## config.mk

```make
export PLATFORM = sky130hd
export DESIGN_NAME = call_stack
export DESIGN_NICKNAME = d
export VERILOG_FILES = /design/src/rtl/call_stack.sv
export SDC_FILE = /design/constraint.sdc
export NUM_CORES = 1
export LEC_CHECK = 0
export ABC_AREA = 1
export CAP_MARGIN = 20
export CORE_MARGIN = 1
export CORE_UTILIZATION = 25
export DETAILED_ROUTE_END_ITERATION = 16
export PLACE_DENSITY = 0.46
export SETUP_SLACK_MARGIN = 0.15
export SYNTH_ARGS = -nofsm -noshare
export SYNTH_HDL_FRONTEND = slang
export SYNTH_SLANG_ARGS = --single-unit
```

## constraint.sdc

```tcl
create_clock -name clk -period 3.1 [get_ports clk]
set_clock_uncertainty 0.2 [all_clocks]
set_input_delay 0.93 -clock clk [delete_from_list [all_inputs] [get_ports clk]]
set_output_delay 0.93 -clock clk [all_outputs]
set_load 0.005 [all_outputs]
```

## src/rtl/call_stack.sv

```systemverilog
// call_stack: hardware return-address stack for call/return instructions.
// Pushes/pops PC values, presents a registered top-of-stack, count and flags.
// Optional feature macro: CALL_STACK_ERROR_FLAGS_EN enables sticky
// overflow/underflow flags and the in_clear_err input.
module call_stack #(
  parameter int unsigned DEPTH = 16,
  parameter int unsigned WIDTH = 9
) (
  input  logic                     clk,
  input  logic                     reset,
  input  logic                     in_push_en,
  input  logic                     in_pop_en,
  input  logic                     in_clear_err,
  input  logic [WIDTH-1:0]         in_data,
  output logic [WIDTH-1:0]         out_data,
  output logic [3:0]               out_flags,
  output logic [$clog2(DEPTH):0]   out_count
);

  localparam int unsigned AW = $clog2(DEPTH);
  localparam int unsigned CW = AW + 1;

  logic [WIDTH-1:0] mem [DEPTH];
  logic [CW-1:0]    sp;
  logic [CW-1:0]    sp_next;
  logic [WIDTH-1:0] top;
  logic [WIDTH-1:0] top_next;
  logic             empty_q;
  logic             full_q;
  logic             ovf;
  logic             udf;
  logic             empty_c;
  logic             full_c;
  logic             wr_en_c;
  logic [AW-1:0]    wr_addr_c;
  logic             ovf_evt_c;
  logic             udf_evt_c;

  assign empty_c = (sp == '0);
  assign full_c  = (sp == CW'(DEPTH));

  // Decode the strobes into the next pointer, next top and the memory write.
  always_comb begin
    sp_next   = sp;
    top_next  = top;
    wr_en_c   = 1'b0;
    wr_addr_c = '0;
    ovf_evt_c = 1'b0;
    udf_evt_c = 1'b0;
    if (in_push_en && in_pop_en && !empty_c) begin
      // Replace the top entry in place; depth unchanged.
      wr_en_c   = 1'b1;
      wr_addr_c = AW'(sp - CW'(1));
      top_next  = in_data;
    end else if (in_push_en) begin
      // Plain push (also push+pop on an empty stack).
      if (!full_c) begin
        wr_en_c   = 1'b1;
        wr_addr_c = AW'(sp);
        sp_next   = sp + CW'(1);
        top_next  = in_data;
      end else begin
        ovf_evt_c = 1'b1;
      end
    end else if (in_pop_en) begin
      if (!empty_c) begin
        sp_next  = sp - CW'(1);
        top_next = (sp == CW'(1)) ? '0 : mem[AW'(sp - CW'(2))];
      end else begin
        udf_evt_c = 1'b1;
      end
    end
  end

  // Pointer, top-of-stack and occupancy flag registers.
  always_ff @(posedge clk) begin
    if (reset) begin
      sp      <= '0;
      top     <= '0;
      empty_q <= 1'b1;
      full_q  <= 1'b0;
    end else begin
      sp      <= sp_next;
      top     <= top_next;
      empty_q <= (sp_next == '0);
      full_q  <= (sp_next == CW'(DEPTH));
    end
  end

  // Entry storage; contents survive reset, only the pointer is cleared.
  always_ff @(posedge clk) begin
    if (!reset && wr_en_c) begin
      mem[wr_addr_c] <= in_data;
    end
  end

`ifdef CALL_STACK_ERROR_FLAGS_EN
  // Sticky error flags; a new error beats a concurrent clear.
  always_ff @(posedge clk) begin
    if (reset) begin
      ovf <= 1'b0;
      udf <= 1'b0;
    end else begin
      ovf <= ovf_evt_c | (ovf & ~in_clear_err);
      udf <= udf_evt_c | (udf & ~in_clear_err);
    end
  end
`else
  logic unused_err;
  assign unused_err = in_clear_err ^ ovf_evt_c ^ udf_evt_c;
  assign ovf = 1'b0;
  assign udf = 1'b0;
`endif

  assign out_data  = top;
  assign out_count = sp;
  assign out_flags = {udf, ovf, full_q, empty_q};

endmodule

```

Word-level counts from Yosys, hierarchy flattened:

Memory sizes are Yosys's and may differ from the RTL's.
Index checks and enable logic that the tools add are counted.

* memories kept: 1
* word-level logic and storage cells: 41
* register bits: 16
* bits of input ports: 14
* bits in writable memories: 144

* multiplexer cells: 19
* reduce and logical (&&, ||, !) cells: 9
* eq/ne operators: 5
* add/subtract/negate cells: 3

Memory list
* mem: words 16, width 9, rd ports 1, clocked after Yosys merged registers in 0, wr ports 1, line 23 `logic [WIDTH-1:0] mem [DEPTH];`

Operators by type and width (count)
* $mux W9: 6
* $mux W5: 5
* $mux W4: 3
* $eq A5 B5 Y1 const B: 2
* $logic_not A5 Y1: 2
* $ne A3 B2 Y1 const B: 2
* $add A5 B1 Y5 const B: 1
* $eq A5 B1 Y1 const B: 1
* $mux W1: 5
* $sub A5 B1 Y5 const B: 1
* $sub A4 B2 Y4 const B: 1
* $logic_and A1 B1 Y1: 3
* $reduce_and A3 Y1: 1
* $reduce_bool A3 Y1: 1
* $logic_not A1 Y1: 2

Logic depth before layout (Yosys ltp):

* depth after elaboration: 7
* mapped depth: 14
* mapped depth without buffers: 12

Worst setup path after synthesis:

Ideal clock, no wire load.

* kind: register to register
* start point: reg sp[1] (netlist: out_count[1])
* end point: mem mem[0][0] (enable)
* buffers on the path: 1
* stages on the path, launching flop included: 13
* arrival time: 2.253 ns
* clock period less this slack: 2.827 ns
* data required time: 2.526 ns
* slack: 0.273 ns
* cells stage by stage: dfxtp_1 > inv_2 > buf_1 > ha_1 > nand3_2 > nand2_4 > inv_2 > nand2_1 > o21ai_2 > and2_4 > nor2_2 > nand2_1 > nor2_1

* longest elaborated chain between the ends: 7
* elaborated cells between the ends (all ways): 14

Ends and longest elaborated chain
* start, declared: line 24 `logic [CW-1:0] sp;`
* start signal, assigned: line 83 `sp <= sp_next;`
* $eq A5 B5 Y1 / $logic_not A5 Y1 (equally long branches): line 40, 39
* $mux W1 / $logic_not A1 Y1 (equally long branches)
* $mux W1 / $logic_and A1 B1 Y1 (equally long branches): line 55, 50
* $mux W1: line 50 `if (in_push_en && in_pop_en && !empty_c) begin`
* $logic_and A1 B1 Y1: line 92 `if (!reset && wr_en_c) begin`
* $mux W1: line 92
* $mux W1 (not written as such): line 93 `mem[wr_addr_c] <= in_data;`
* end, declared: line 23

Parallel ways exist; a longest one is shown, timed or not.

Final worst setup path:

* start point: reg sp[1] (netlist: out_count[1])
* end point: out out_count[1]

RTL lines
* end, declared: line 17 `output logic [$clog2(DEPTH):0] out_count`

No word-level cell between the ends.

==> reports/results.tsv <==
metric	value	unit
Routed WL per cell	15.6	um
met1 usage	18.8	%
antenna-violating nets left	0	
register area	4650	um^2
grt met2 use	21.1	%
first-pass GRT wire length	30400	um
clk slew on worst S/H paths	0.06	ns
placed wire-length estimate	12500	um
PortBufs	28	
Min-Delay Path Class	reg2reg	
Reg power frac	40.1	%
Slew Limit Fails	0	
Die X	174	um
final-layout fill cell count	2968	
Die H	174	um
# H-tree levels	4	
Worst Tran Pin Value	0.551	ns
mean number of vias per cell	4.13	
PwrDens	692	nW/um^2
worst skew pair latency	0.43	ns
Max Fclk	0.351	GHz
Total GRT Usage	13.5	%
post-synthesis register bit count	160	
First-pass DRT Iterations	4	
Startpoint Class	register	
Vias	5143	
Sw Share	32.3	%
# IOs	32	
gr ovfl total	0	
CP Data Required Time	1.97	ns
async set-or-reset flop fraction in the synthesized netlist	0	%
final std cells w/o fill	1245	
Max-slew headroom	63.1	%
RSZ-0062 raised after global routing	no	
outcome	finished, final reports clean	
Max-Cap Viols	0	
switching power	2.01	mW
final hold vios	0	
Final min period	2.85	ns
post-layout util	31.0	%
sequential share of the synthesized area	62.5	%
layout cells sized above 1	12.5	%
Core Region	28900	um^2
Clock power frac	33.0	%
dpl cells	1213	
GRT met3 Usage	2.36	%
layer with the highest usage	met2	
setup TNS	0	ns
Initial Utilization	25.7	%
Die ar.	30400	um^2
clk buf depth	2	
Logic pwr share	27.0	%
WP data arrival	1.72	ns
Internal Power	4.20	mW
post-synthesis cell area	7430	um^2
Crit. End Element	output port	
synth warn	0	
post_cts resized	1	
ANT cells	0	
post-CTS setup buffers	0	
Initial DRC Count	323	
number of flops mapped to enable cells by yosys	144	
VDD IR max	0.000295	V
endpoints failing setup	0	
multi-input logic area	2130	um^2
Gate Count Post-Synth	788	
Mean Syn Cell Area	9.43	um^2
Final period util	91.9	%
post-synthesis cell type count	32	
clock buffer count from CTS	17	
drt drc	0	
Lkg Pwr	3.79	nW
Post-synth top flop	edfxtp_1	
TritonCTS clock tree	yes	
vias in the first global route	5047	
crit path kind	reg2out	
initial antenna violation count	0	
cell row count	62	
Power Total	6.20	mW
Final nets	870	
Area Growth Syn to Fin	20.7	%
final WL	19400	um
hold buffer count at CTS	0	
GP Congestion	0.760	
CTS sink count	160	
CP max FO	42	
pin count of the biggest net entering global routing	46	
clock root cell	clkbuf_16	
## final timing paths
path	cells past startpoint	slack (ns)	endpoint	start
worst min-delay path	2	0.27	out_data[5]	out_data[5]
worst max register to register	9	0.55	mem[9][2]	out_count[1]
worst min register to register	2	0.27	out_data[5]	out_data[5]
worst max-delay path	2	0.25	out_count[1]	out_count[1]
## routing by layer
layer | part of all wire (%) | vias up | wire length [um]
li1 | - | 2637 | -
met1 | 49 | 2396 | 9570
met2 | 45 | 91 | 8710
met3 | 4.2 | 19 | 824
met4 | 1.7 | 0 | 325
met5 | 0 | - | 0
## Yosys cell counts (2+ instances only)
| cell | number | area [um^2] |
|---|---|---|
| inv_1 | 115 | 432 |
| nor2_4 | 2 | 22.5 |
| nand3_2 | 4 | 40.0 |
| ha_1 | 8 | 100 |
| nand3_1 | 113 | 566 |
| buf_1 | 7 | 26.3 |
| clkbuf_1 | 5 | 18.8 |
| nor2_1 | 44 | 165 |
| nand2_1 | 254 | 953 |
| a21oi_1 | 16 | 80.1 |
| edfxtp_1 | 144 | 4320 |
| xor2_1 | 5 | 43.8 |
| inv_2 | 12 | 45.0 |
| buf_2 | 18 | 90.1 |
| dfxtp_1 | 16 | 320 |
| buf_4 | 6 | 45.0 |
| nor2_2 | 2 | 12.5 |
| a21oi_2 | 2 | 17.5 |
| o21ai_2 | 2 | 17.5 |
## sequential cells by signal, indices dropped and copies added, names as in the netlist
name / count
mem: 144
out_data: 9
full_q: 1
empty_q: 1
out_count: 5
## kinds of logic after synthesis
| logic type | count (synthesis) | synth area share [%] |
|---|---|---|
| AO/OA/AOI/OAI | 24 | 2.00 |
| AND/OR/NAND/NOR | 424 | 24.3 |
| other | 1 | 0.0505 |
| flip-flops | 160 | 62.5 |
| adder cells (fa/ha/maj) | 8 | 1.35 |
| buffers and inverters | 164 | 8.89 |
| XOR/XNOR | 7 | 0.926 |
## stage by stage
step | worst slack, ns | hold slack (ns) | cell area (um^2)
2_1_floorplan | 0.273 | 0.261 | 7430
3_3_place_gp | 0.0648 | 0.260 | 8390
3_5_place_dp | 0.0539 | 0.258 | 8390
4_1_cts | 0.213 | 0.269 | 8960
5_1_grt | 0.178 | 0.291 | 8960
6_report | 0.252 | 0.266 | 8960
## layout by cell type (no fill, tap or decap), types with 2 or more instances in the layout
master | Yosys | routed
nand3_2 | 4 | 4
clkinv_4 | 0 | 3
nand3_1 | 113 | 113
dfxtp_2 | 0 | 2
clkinv_1 | 1 | 2
inv_6 | 0 | 2
clkinvlp_4 | 0 | 3
inv_1 | 115 | 115
clkbuf_16 | 0 | 17
dfxtp_1 | 16 | 14
nor2_4 | 2 | 2
nor2_1 | 44 | 44
xor2_1 | 5 | 5
nand2_1 | 254 | 254
edfxtp_1 | 144 | 144
a21oi_2 | 2 | 2
bufinv_16 | 0 | 2
o21ai_2 | 2 | 2
ha_1 | 8 | 8
conb_1 | 1 | 2
nor2_2 | 2 | 2
a21oi_1 | 16 | 16
inv_2 | 12 | 12
buf_4 | 6 | 46
clkdlybuf4s50_1 | 0 | 28
clkbuf_1 | 5 | 3
## power by group through the flow
stage	clock, mW	sequential, mW	combinational (mW)
after CTS	2.08	2.49	1.70
after floorplan	0	2.54	1.02
final	2.04	2.49	1.67
after detailed placement	0	2.53	1.69
after global routing	2.16	2.49	1.88
after global placement	0	2.53	1.68
## layout make-up
cell class,instances,share of cell area (%)
clock buffer,20,4.87
clock inverter,12,1.51
inverter,128,5.36
multi-input combinational,465,23.7
sequential,160,51.8
tap,384,5.36
timing repair buffer,76,7.33
## critical path, cell delays in order (launching register included)
cell and delay, ns:
dfxtp_2 0.34, buf_6 0.37, clkdlybuf4s50_1 0.59
(Power assumes the default switching activity.)
